[config.mk]
export PLATFORM = sky130hd
export DESIGN_NAME = regfile_wb_arbiter
export DESIGN_NICKNAME = d
export VERILOG_FILES = /design/src/rtl/regfile_wb_arbiter.sv
export SDC_FILE = /design/constraint.sdc
export NUM_CORES = 1
export LEC_CHECK = 0
export BUFFER_PORTS_ARGS = -buffer_cell sky130_fd_sc_hd__buf_2
export CORE_MARGIN = 8
export CORE_UTILIZATION = 55
export DETAILED_ROUTE_END_ITERATION = 10
export PLACE_DENSITY = 0.95
export RECOVER_POWER = 100
export SLEW_MARGIN = 5
export SYNTH_ARGS = -nofsm -noshare
export SYNTH_HDL_FRONTEND = slang
export SYNTH_SLANG_ARGS = --single-unit
[constraint.sdc]
create_clock -name clk -period 4.8 [get_ports clk]
set_clock_uncertainty 0.05 [all_clocks]
set_input_delay 0.48 -clock clk [delete_from_list [all_inputs] [get_ports clk]]
set_output_delay 0.48 -clock clk [all_outputs]
set_load 0.05 [all_outputs]
[src/rtl/regfile_wb_arbiter.sv]
// rtl/regfile_wb_arbiter.sv - round-robin write-back arbiter for the 32x32 register file
//
// Purpose: grants one of NREQ write-back requesters per cycle (round robin),
// registers the winning write into rf_we/rf_wn/rf_d, and keeps a pending-write
// scoreboard (busy) for the decode stage.
//
// Ports:
//   clk          clock, rising edge
//   clrn         synchronous active-high reset
//   req_valid    per-requester write pending
//   req_wn       per-requester destination, slice [5i+4:5i]
//   req_d        per-requester write data, slice [32i+31:32i]
//   req_ready    one-hot-or-zero grant
//   claim_valid  decode claims claim_wn as an outstanding destination
//   claim_wn     claimed destination
//   rf_we        register-file write enable (registered)
//   rf_wn        register-file write address (registered)
//   rf_d         register-file write data (registered)
//   busy         busy[r]=1 while register r has an outstanding write; busy[0]=0

module regfile_wb_arbiter #(
  parameter int NREQ = 3
) (
  input  logic               clk,
  input  logic               clrn,
  input  logic [NREQ-1:0]    req_valid,
  input  logic [5*NREQ-1:0]  req_wn,
  input  logic [32*NREQ-1:0] req_d,
  output logic [NREQ-1:0]    req_ready,
  input  logic               claim_valid,
  input  logic [4:0]         claim_wn,
  output logic               rf_we,
  output logic [4:0]         rf_wn,
  output logic [31:0]        rf_d,
  output logic [31:0]        busy
);

  localparam int PW = (NREQ > 1) ? $clog2(NREQ) : 1;

  logic [PW-1:0]   rr_ptr;
  logic [PW-1:0]   nxt_ptr;
  logic [NREQ-1:0] grant;
  logic            gnt_any;
  logic [4:0]      sel_wn;
  logic [31:0]     sel_d;
  logic [31:1]     busy_q;
  int              scan_idx;

  // Scan from rr_ptr, wrapping modulo NREQ; first valid requester wins.
  always_comb begin
    grant    = '0;
    gnt_any  = 1'b0;
    sel_wn   = '0;
    sel_d    = '0;
    nxt_ptr  = rr_ptr;
    scan_idx = 0;
    for (int k = 0; k < NREQ; k++) begin
      scan_idx = int'(rr_ptr) + k;
      if (scan_idx >= NREQ) scan_idx = scan_idx - NREQ;
      if (!gnt_any && req_valid[scan_idx]) begin
        gnt_any         = 1'b1;
        grant[scan_idx] = 1'b1;
        sel_wn          = req_wn[scan_idx*5 +: 5];
        sel_d           = req_d[scan_idx*32 +: 32];
        nxt_ptr         = (scan_idx == NREQ - 1) ? '0 : PW'(scan_idx + 1);
      end
    end
  end

  // Grant is suppressed during reset so no handshake is seen as completed.
  assign req_ready = clrn ? '0 : grant;
  assign busy      = {busy_q, 1'b0};

  always_ff @(posedge clk) begin
    if (clrn) begin
      rr_ptr <= '0;
      rf_we  <= 1'b0;
      rf_wn  <= '0;
      rf_d   <= '0;
      busy_q <= '0;
    end else begin
      if (gnt_any) begin
        // Register 0 writes retire through the handshake but never reach the file.
        rf_we  <= (sel_wn != 5'd0);
        rf_wn  <= sel_wn;
        rf_d   <= sel_d;
        rr_ptr <= nxt_ptr;
      end else begin
        rf_we <= 1'b0;
      end
      // Clear on the edge that commits the write; a same-cycle claim wins.
      for (int r = 1; r < 32; r++) begin
        busy_q[r] <= (claim_valid && (claim_wn == 5'(r))) ||
                     (busy_q[r] && !(rf_we && (rf_wn == 5'(r))));
      end
    end
  end

endmodule

; After elaboration in Yosys (flattened, before gate mapping)
; Index checks and enable logic that the tools add are counted.
[word_totals]
output_inout_bits = 73
mem_bits_rw = 0
memories = 0
romBits = 0
inputBits = 122
elab_cells = 302
register_bits = 71
latch_bits = 0
[op_classes]
n_addsub = 8
n_eq_ne = 65
n_shift = 6
mul = 3
order_cmp = 9
div = 0
muxes = 37
n_reduce_logical = 166
n_bitwise = 3
[ops]
columns = op, count
row1 = indexed part select 96 x 32 -> 32 bit, 3
row2 = 2-to-1 mux 32 bit, 6
row3 = equality test 5 bit (second input constant), 32
row4 = logical AND 1 bit, 98
row5 = equality test 32 x 3 -> 1 bit (second input constant), 3
row6 = >= comparator 32 x 1 -> 1 bit (second input constant), 3
row7 = < comparator 32 x 4 -> 1 bit (second input constant), 3
row8 = multiplier 32 x 4 -> 32 bit (second input constant), 3
row9 = indexed part select 15 x 32 -> 5 bit, 3
row10 = equality test 5 x 4 -> 1 bit (second input constant), 16
row11 = equality test 5 x 3 -> 1 bit (second input constant), 8
row12 = logical NOT 1 bit, 33
row13 = logical OR 1 bit, 31
row14 = equality test 5 x 2 -> 1 bit (second input constant), 4
row15 = 2-to-1 mux 5 bit, 3
row16 = 2-to-1 mux 1 bit, 12
row17 = 2-to-1 mux 2 bit, 6
row18 = 2-to-1 mux 3 bit, 4
row19 = equality test 5 x 1 -> 1 bit (second input constant), 2
row20 = subtractor 3 x 2 -> 4 bit (second input constant), 2
row21 = adder 2 bit (second input constant), 3
row22 = binary-select mux 1 bit (select 2 bit), 3
row23 = demux 1 bit (select 2 bit), 3
row24 = >= comparator 3 x 2 -> 1 bit (second input constant), 2
row25 = other kinds (10), 11

; Logic depth before layout (Yosys ltp)
; Gate-level depths: netlist of the first run.
[logic_depth]
depth_word = 14
ltp_mapped = 13
mapped_depth_nobuf = 12

; Worst setup path after synthesis of the first run
; No wires, ideal clock.
[synth_path]
kind = register to output
start = register rr_ptr[0]
end = output req_ready[2]
path_buffers = 2
required_time_ns = 4.270
slack_ns = 1.629
arrival_time_ns = 2.641
stages_incl_launch_ff = 9
path_cell_list = dfxtp_1 > inv_1 > ha_1 > buf_2 > or4_1 > o2bb2ai_1 > buf_2 > a222oi_1 > nor2_1
[synth_via]
elab_chain_len = 13
word_cells_on_any_way = 47
cone_classes = add/sub (5) / order compare (9) / mux (24) / bitwise (2) / reduce/logical (7)
[synth_lines]
columns = element, line_no
row1 = from (decl), 40  ; logic [PW-1:0] rr_ptr;
row2 = from (signal assigned), 87  ; rr_ptr <= nxt_ptr;
row3 = "parallel branches: the longest is 11 deep, another holds >= comparator 32 x 1 -> 1 bit", --
row4 = 2-to-1 mux 3 bit *, 60  ; if (!gnt_any && req_valid[scan_idx]) begin
row5 = 2-to-1 mux 3 bit *, 71  ; assign req_ready = clrn ? '0 : grant;
row6 = to (decl), 29  ; output logic [NREQ-1:0] req_ready,
; Every way passes the cells marked *. The select of a mux whose other input is x is not followed.

; Worst setup path in the final report of the first run
[layout_path]
start = register rr_ptr[1]
end = output req_ready[0]
; The elaborated chain is that of the path after synthesis.

==> impl_metrics.toml, run 1 <==
[power]
comb_power_share = 0.700
netSwitchingPower_mw = 2.87
swShare = 0.544
power_density_nw_per_um2 = 728
leakagePower_nw = 2.63
p_int_mw = 2.40
clkPwrFrac = 0.128
p_seq_frac = 0.172
ir_drop_mv = 0.414

[floorplan]
io_pins = 195
die-area_um2 = 15000
start_util = 0.555
core_area_um2 = 11200
fp.dieH_um = 122
rows = 39
fp.dieW_um = 122

[logic_synthesis]
synth_area_um2 = 6230
synth-main-ff-cell = "dfxtp_1"
synthXorXnorAreaFrac = 0.00141
ys_seq_area_frac = 0.228
synth_fa_ha_area_frac = 0.0209
async_flop_share = 0
synth-edff-count = 0
ys_types = 57
muxShareOfSynthArea = 0.178
synth-seq-cells = 71
synth_warnings = 0
synthCells = 838
avgSynthCellArea_um2 = 7.44
synth_compound_area_frac = 0.293
synth-simple-area-share = 0.213
synth_top_family_by_area = "compound AO/OA/AOI/OAI gates"

[clocking]
cts_buffer_depth = 2
insertion_delay_ns = 0.33
ctsRootBufferMaster = "clkbuf_16"
cts-htree-levels = 3
cts.sinks = 71
cts_setup_buffers = 0
cts_tree = "built"
cts-resized-gates = 0
cts_inserted_buffers = 9
cts_hold_buf = 0
path_clk_slew_ns = 0.06

[cells_and_area]
syn2layout_area_growth_pct = 16.1
layout.nets = 1112
diodes = 0
layout.cells.non_filler = 1129
drive_above_1_share = 0.198

[critical_path]
required_ns = 4.27
critPathMaxStageDelay_ns = 0.66
reg2regPathDepth = 9
r2r_setup_slack_ns = 0.50
cp_slowest_cell = "o2bb2ai_1"
cp_cell_sequence = "inv_1 -> ha_4 -> inv_2 -> or4_1 -> o2bb2ai_1 -> a222oi_1 -> nor2_1 -> clkbuf_1"
path_class = "flip-flop to output pin"
r2r-start = "rr_ptr[0]"
endpoint_kind = "output pin"
path_max_fanout = 54
arrival_ns = 3.86
worst_setup_path_start_kind = "flip-flop"
r2r_end = "rf_d[22]"

[route]
dr_wl_met3_um = 1910
drc_errors = 0
drt_first_iter_violations = 666
vias = 7028
wl_per_cell_um = 18.5
drtPass1Iterations = 6
met1_length_um = 8580
drtAntennaViolNets = 0
top_layer = "met5"
wl_met2_um = 9910
avgViaCountPerCell = 6.22
drt_wl_total_um = 20900

[sta]
rsz0062_at_grt = "false"
finalSetupViolations = 0
slew_headroom = -1.38
post-route-period-util = 0.914
hold_viol = 0
max_freq_ghz = 0.228
setup_tns_ns = 0
worst_pin_slew_ns = 3.58
drv_slew = 116
period_needed_ns = 4.39

[global_routing]
grt_pass1_wl_um = 33400
antenna_found_initial = 1
grt_pass1_vias = 6933
grt_max_degree = 68
grt_overflow_total = 0
grt_use_total = 0.270

[placement]
dp_hpwl_um = 14900
gp_congestion = 0.892
numPortBuffers = 193
placedCellCount = 1113

[flow_run]
cap_violations = 2

[worst_hold_path]
hold_depth = 2
min-delay-start = "rf_d[4]"
hold_class = "flip-flop to flip-flop"
holdPathEnd = "rf_d[4]"

[status]
outcome = "finished, violations left"
violations = "capacitance limit, slew limit"
[cell type report]
type / instances / area [um2]
Sequential cell: 71 / 1420
Clock buffer: 10 / 229
Timing Repair Buffer: 203 / 941
Multi-Input combinational cell: 688 / 4370
Fill cell: 1019 / 3990
Inverter: 8 / 30.0
Clock inverter: 6 / 70.1
Tap cell: 143 / 179
[cell usage after synthesis, types with 6 or more instances]
cell,number,area (um2)
nand3_1,12,60.1
a221o_1,8,80.1
a221oi_1,6,52.6
clkbuf_1,34,128
inv_1,7,26.3
nand2b_1,6,37.5
o21ai_0,109,546
nor2_1,64,240
nor2_4,19,214
ha_1,8,100
nor2b_1,7,43.8
buf_2,26,130
a21oi_2,19,166
a21oi_1,88,440
mux2i_1,111,1110
and2_1,6,37.5
nand2_1,151,567
a221oi_2,19,285
dfxtp_1,71,1420
[state kept, by name, indices dropped and copies added (netlist names)]
| signal | count |
|---|---|
| rr_ptr | 2 |
| busy_q | 31 |
| rf_d | 32 |
| rf_we | 1 |
| rf_wn | 5 |
[metrics by stage]
| step | util | hold WS, ns | power (mW) | setup slack [ns] | instance area (um2) |
|---|---|---|---|---|---|
| floorplan | - | 0.436 | 3.98 | 1.63 | 6240 |
| global placement | 0.638 | 0.387 | 4.60 | 0.948 | 7160 |
| detailed placement | 0.638 | 0.398 | 4.68 | 0.926 | 7160 |
| CTS | 0.664 | 0.385 | 5.37 | 0.612 | 7460 |
| global route | 0.645 | 0.440 | 5.58 | 0.202 | 7240 |
| finish | 0.645 | 0.407 | 5.27 | 0.415 | 7240 |
[critical path, delay by kind of cell, from the launching register on]
kind | cells | cell delay (ns)
buffers and inverters | 3 | 0.95
AOI/OAI and AO/OA | 2 | 0.85
and+or+nand+nor | 2 | 0.70
adders and majority gates | 1 | 0.64
DFF | 1 | 0.37
[power groups by stage]
stage	Sequential [mW]	Clock, mW	Combinational (mW)
after floorplan	1.42	0	2.56
after global placement	0.912	0	3.69
after detailed placement	0.915	0	3.77
after CTS	0.907	0.683	3.78
after global routing	0.923	0.706	3.95
final	0.908	0.673	3.69
[worst max-delay path by stage]
| stage | start | end | slack [ns] | cells after the start |
|---|---|---|---|---|
| after floorplan | rr_ptr[0] | req_ready[2] | 1.63 | 8 |
| final | rr_ptr[1] | req_ready[0] | 0.41 | 8 |
| after global placement | rr_ptr[0] | rf_we | 0.95 | 12 |
| after detailed placement | rr_ptr[1] | rf_d[9] | 0.93 | 9 |
| after CTS | rr_ptr[1] | req_ready[2] | 0.61 | 8 |
| after global routing | rr_ptr[1] | req_ready[0] | 0.20 | 8 |
[logic make-up after synthesis]
| group | after synthesis |
|---|---|
| AND/OR/NAND/NOR | 283 |
| AO/OA/AOI/OAI | 280 |
| multiplexers | 111 |
| buffers and inverters | 80 |
| flip-flops | 71 |
| adder cells (fa/ha/maj) | 10 |
| other | 2 |
| XOR/XNOR | 1 |
[per-layer routing]
metal / vias to the layer above / track usage
met1: 3240 / 0.331
li1: 3282 / -
met4: 2 / 0.116
met3: 56 / 0.0570
met5: - / 0
met2: 448 / 0.448
[cells in the final DEF, fill, tap and decap left out, types with 4 or more instances in the layout]
cell       instances
buf_2            121
a31oi_1            5
buf_4              7
mux2i_1          111
and2_1             5
o211ai_1           5
inv_1              7
a21oi_2           19
nor2_1            64
a32o_1             4
clkbuf_16          9
a21oi_1           87
nor2_4            19
a221o_1            7
o21ai_0          109
nand3_1           12
clkbuf_1          75
nor2b_1            6
dfxtp_1           71
nand2_1          151
a221oi_1          25
ha_1               5
nand2b_1           6
Power figures use the tool's default switching activity.
==> inputs of run 2 (changes only) <==
--- a/config.mk
+++ b/config.mk
@@ -7,9 +7,9 @@
 export LEC_CHECK = 0
 export BUFFER_PORTS_ARGS = -buffer_cell sky130_fd_sc_hd__buf_2
 export CORE_MARGIN = 8
-export CORE_UTILIZATION = 55
+export CORE_UTILIZATION = 50
 export DETAILED_ROUTE_END_ITERATION = 10
-export PLACE_DENSITY = 0.95
+export PLACE_DENSITY = 0.89
 export RECOVER_POWER = 100
 export SLEW_MARGIN = 5
 export SYNTH_ARGS = -nofsm -noshare
==> run 2 against run 1 <==
Against the previous run: the flow still finishes with violations (capacitance limit, slew limit); register-to-register slack improved by 0.35 ns; setup slack improved by 0.066 ns; via count is 0.58% lower; die area up 8.7%; critical path depth is 1 higher; count of clock-buffer cells in the layout unchanged; first-iteration DRC count grew 6.0%; sequential share of layout area is 0.15 points lower; flip-flop and latch count is the same; combinational power about the same; routed wire length up 3.6%; core utilization shrank 4.3 points; largest power group unchanged.
==> impl_metrics.toml, run 2 (synthesis results as in run 1) <==
[flow_run]
cap_violations = 1

[clocking]
cts-resized-gates = 0
insertion_delay_ns = 0.34
cts.sinks = 71
path_clk_slew_ns = 0.06
cts_setup_buffers = 0
cts_tree = "built"
cts_hold_buf = 0
cts_buffer_depth = 2
cts_inserted_buffers = 9
ctsRootBufferMaster = "clkbuf_16"
cts-htree-levels = 3

[critical_path]
r2r_end = "rf_d[23]"
critPathBufInv = 3
cp_top_family = "buffers and inverters"
path_class = "flip-flop to output pin"
cp_cell_sequence = "inv_1 -> ha_2 -> buf_4 -> mux2i_1 -> nand4_1 -> nand2_1 -> a222oi_1 -> nor2_1 -> clkbuf_1"
critPathMaxStageDelay_ns = 0.77
path_depth = 9
path_max_fanout = 48
startpoint = "rr_ptr[0]"
required_ns = 4.27
endpoint = "req_ready[0]"
r2r-start = "rr_ptr[0]"
worst_setup_path_start_kind = "flip-flop"
endpoint_kind = "output pin"
arrival_ns = 3.79
reg2regPathDepth = 6
r2r_setup_slack_ns = 0.85
cp_slowest_cell = "ha_2"

[placement]
gp_congestion = 0.900
numPortBuffers = 193
dp_slack_ns = 0.958
placedCellCount = 1140
dp_hpwl_um = 15300
placed_area_um2 = 7200

[route]
drtPass1Iterations = 5
vias = 6987
avgViaCountPerCell = 6.04
drt_first_iter_violations = 706
drt_wl_total_um = 21700
wl_per_cell_um = 18.7
drtAntennaViolNets = 0
drc_errors = 0

[power]
leakagePower_nw = 2.65
power_density_nw_per_um2 = 723
fin_total_pwr_mw = 5.27
ir_drop_mv = 0.477

[global_routing]
grt_use_total = 0.257
grt_max_degree = 49
grt_pass1_vias = 7027
antenna_found_initial = 3
grt_pass1_wl_um = 34600
grt_overflow_total = 0

[sta]
max_freq_ghz = 0.232
drv_slew = 42
hold-worst-slack_ns = 0.403
finalSetupViolations = 0
post-route-period-util = 0.900
setup_tns_ns = 0
slew_headroom = -0.116
worst_pin_slew_ns = 1.67
period_needed_ns = 4.32
rsz0062_at_grt = "false"
setup_ws_ns = 0.481
hold_viol = 0

[cells_and_area]
regMostFlops = "rf_d"
multi_input_area_um2 = 4370
layout.cells.non_filler = 1157
syn2layout_area_growth_pct = 17.0
final_util = 0.602
top_regs = "rf_d x32, busy_q x31, rf_wn x5"
largest_reg_flops = 32
layout.nets = 1114
drive_above_1_share = 0.200
final_cell_mix = "nand2_1, buf_2, mux2i_1"
seqCellArea_um2 = 1420
final_common_cell = "nand2_1"
fin_area_um2 = 7290
fillCellCount = 1176

[floorplan]
fp.dieW_um = 128
die-area_um2 = 16300
rows = 40
start_util = 0.515
fp.dieH_um = 128
core_area_um2 = 12100
io_pins = 195

[status]
violations = "capacitance limit, slew limit"
outcome = "finished, violations left"

[worst_hold_path]
hold_class = "flip-flop to flip-flop"
hold_depth = 2
[run 2: cell types whose count changed in the layout (fill, tap and decap cells not counted), sizes merged]
cell,change
inv,+1
clkinv,+1
buf,+5
diode,+1
clkbuf,-3
clkinvlp,-2
[run 2: cell type report]
| type | instances | area share |
|---|---|---|
| well taps | 168 | 0.0288 |
| multi-input cells | 688 | 0.599 |
| clock inverters | 6 | 0.00944 |
| repair buffers | 205 | 0.132 |
| clock buffers | 10 | 0.0314 |
| flip-flops and latches | 71 | 0.195 |
| inverters | 8 | 0.00412 |
| diodes | 1 | 0.000343 |
[run 2: per-layer routing]
metal  global-route usage  part of all wire
met1                0.303              0.41
met4                0.106             0.029
met3               0.0782              0.10
met2                0.425              0.46
met5                    0            0.0011
[run 2: how the worst min path moves through the flow]
| stage | from | endpoint | slack [ns] |
|---|---|---|---|
| 2_1_floorplan | rr_ptr[0] | rr_ptr[0] | 0.44 |
| 3_3_place_gp | rf_d[2] | rf_d[2] | 0.39 |
| 3_5_place_dp | rf_d[2] | rf_d[2] | 0.39 |
| 4_1_cts | rf_d[2] | rf_d[2] | 0.40 |
| 5_1_grt | req_d[64] | rf_d[0] | 0.43 |
| 6_report | rf_d[2] | rf_d[2] | 0.40 |
[run 2: where the power goes]
group	internal (mW)	total (mW)	switching [mW]
combinational	1.22	3.67	2.45
clock	0.407	0.694	0.287
sequential	0.759	0.905	0.146
total	2.39	5.27	2.89
[run 2: worst register-to-register path, cell delays in order, from the launching register on]
cell	delay (ns)
dfxtp_1	0.37
inv_1	0.17
ha_2	0.77
buf_4	0.54
a221o_1	1.37
a221oi_1	0.36
a21oi_2	0.25
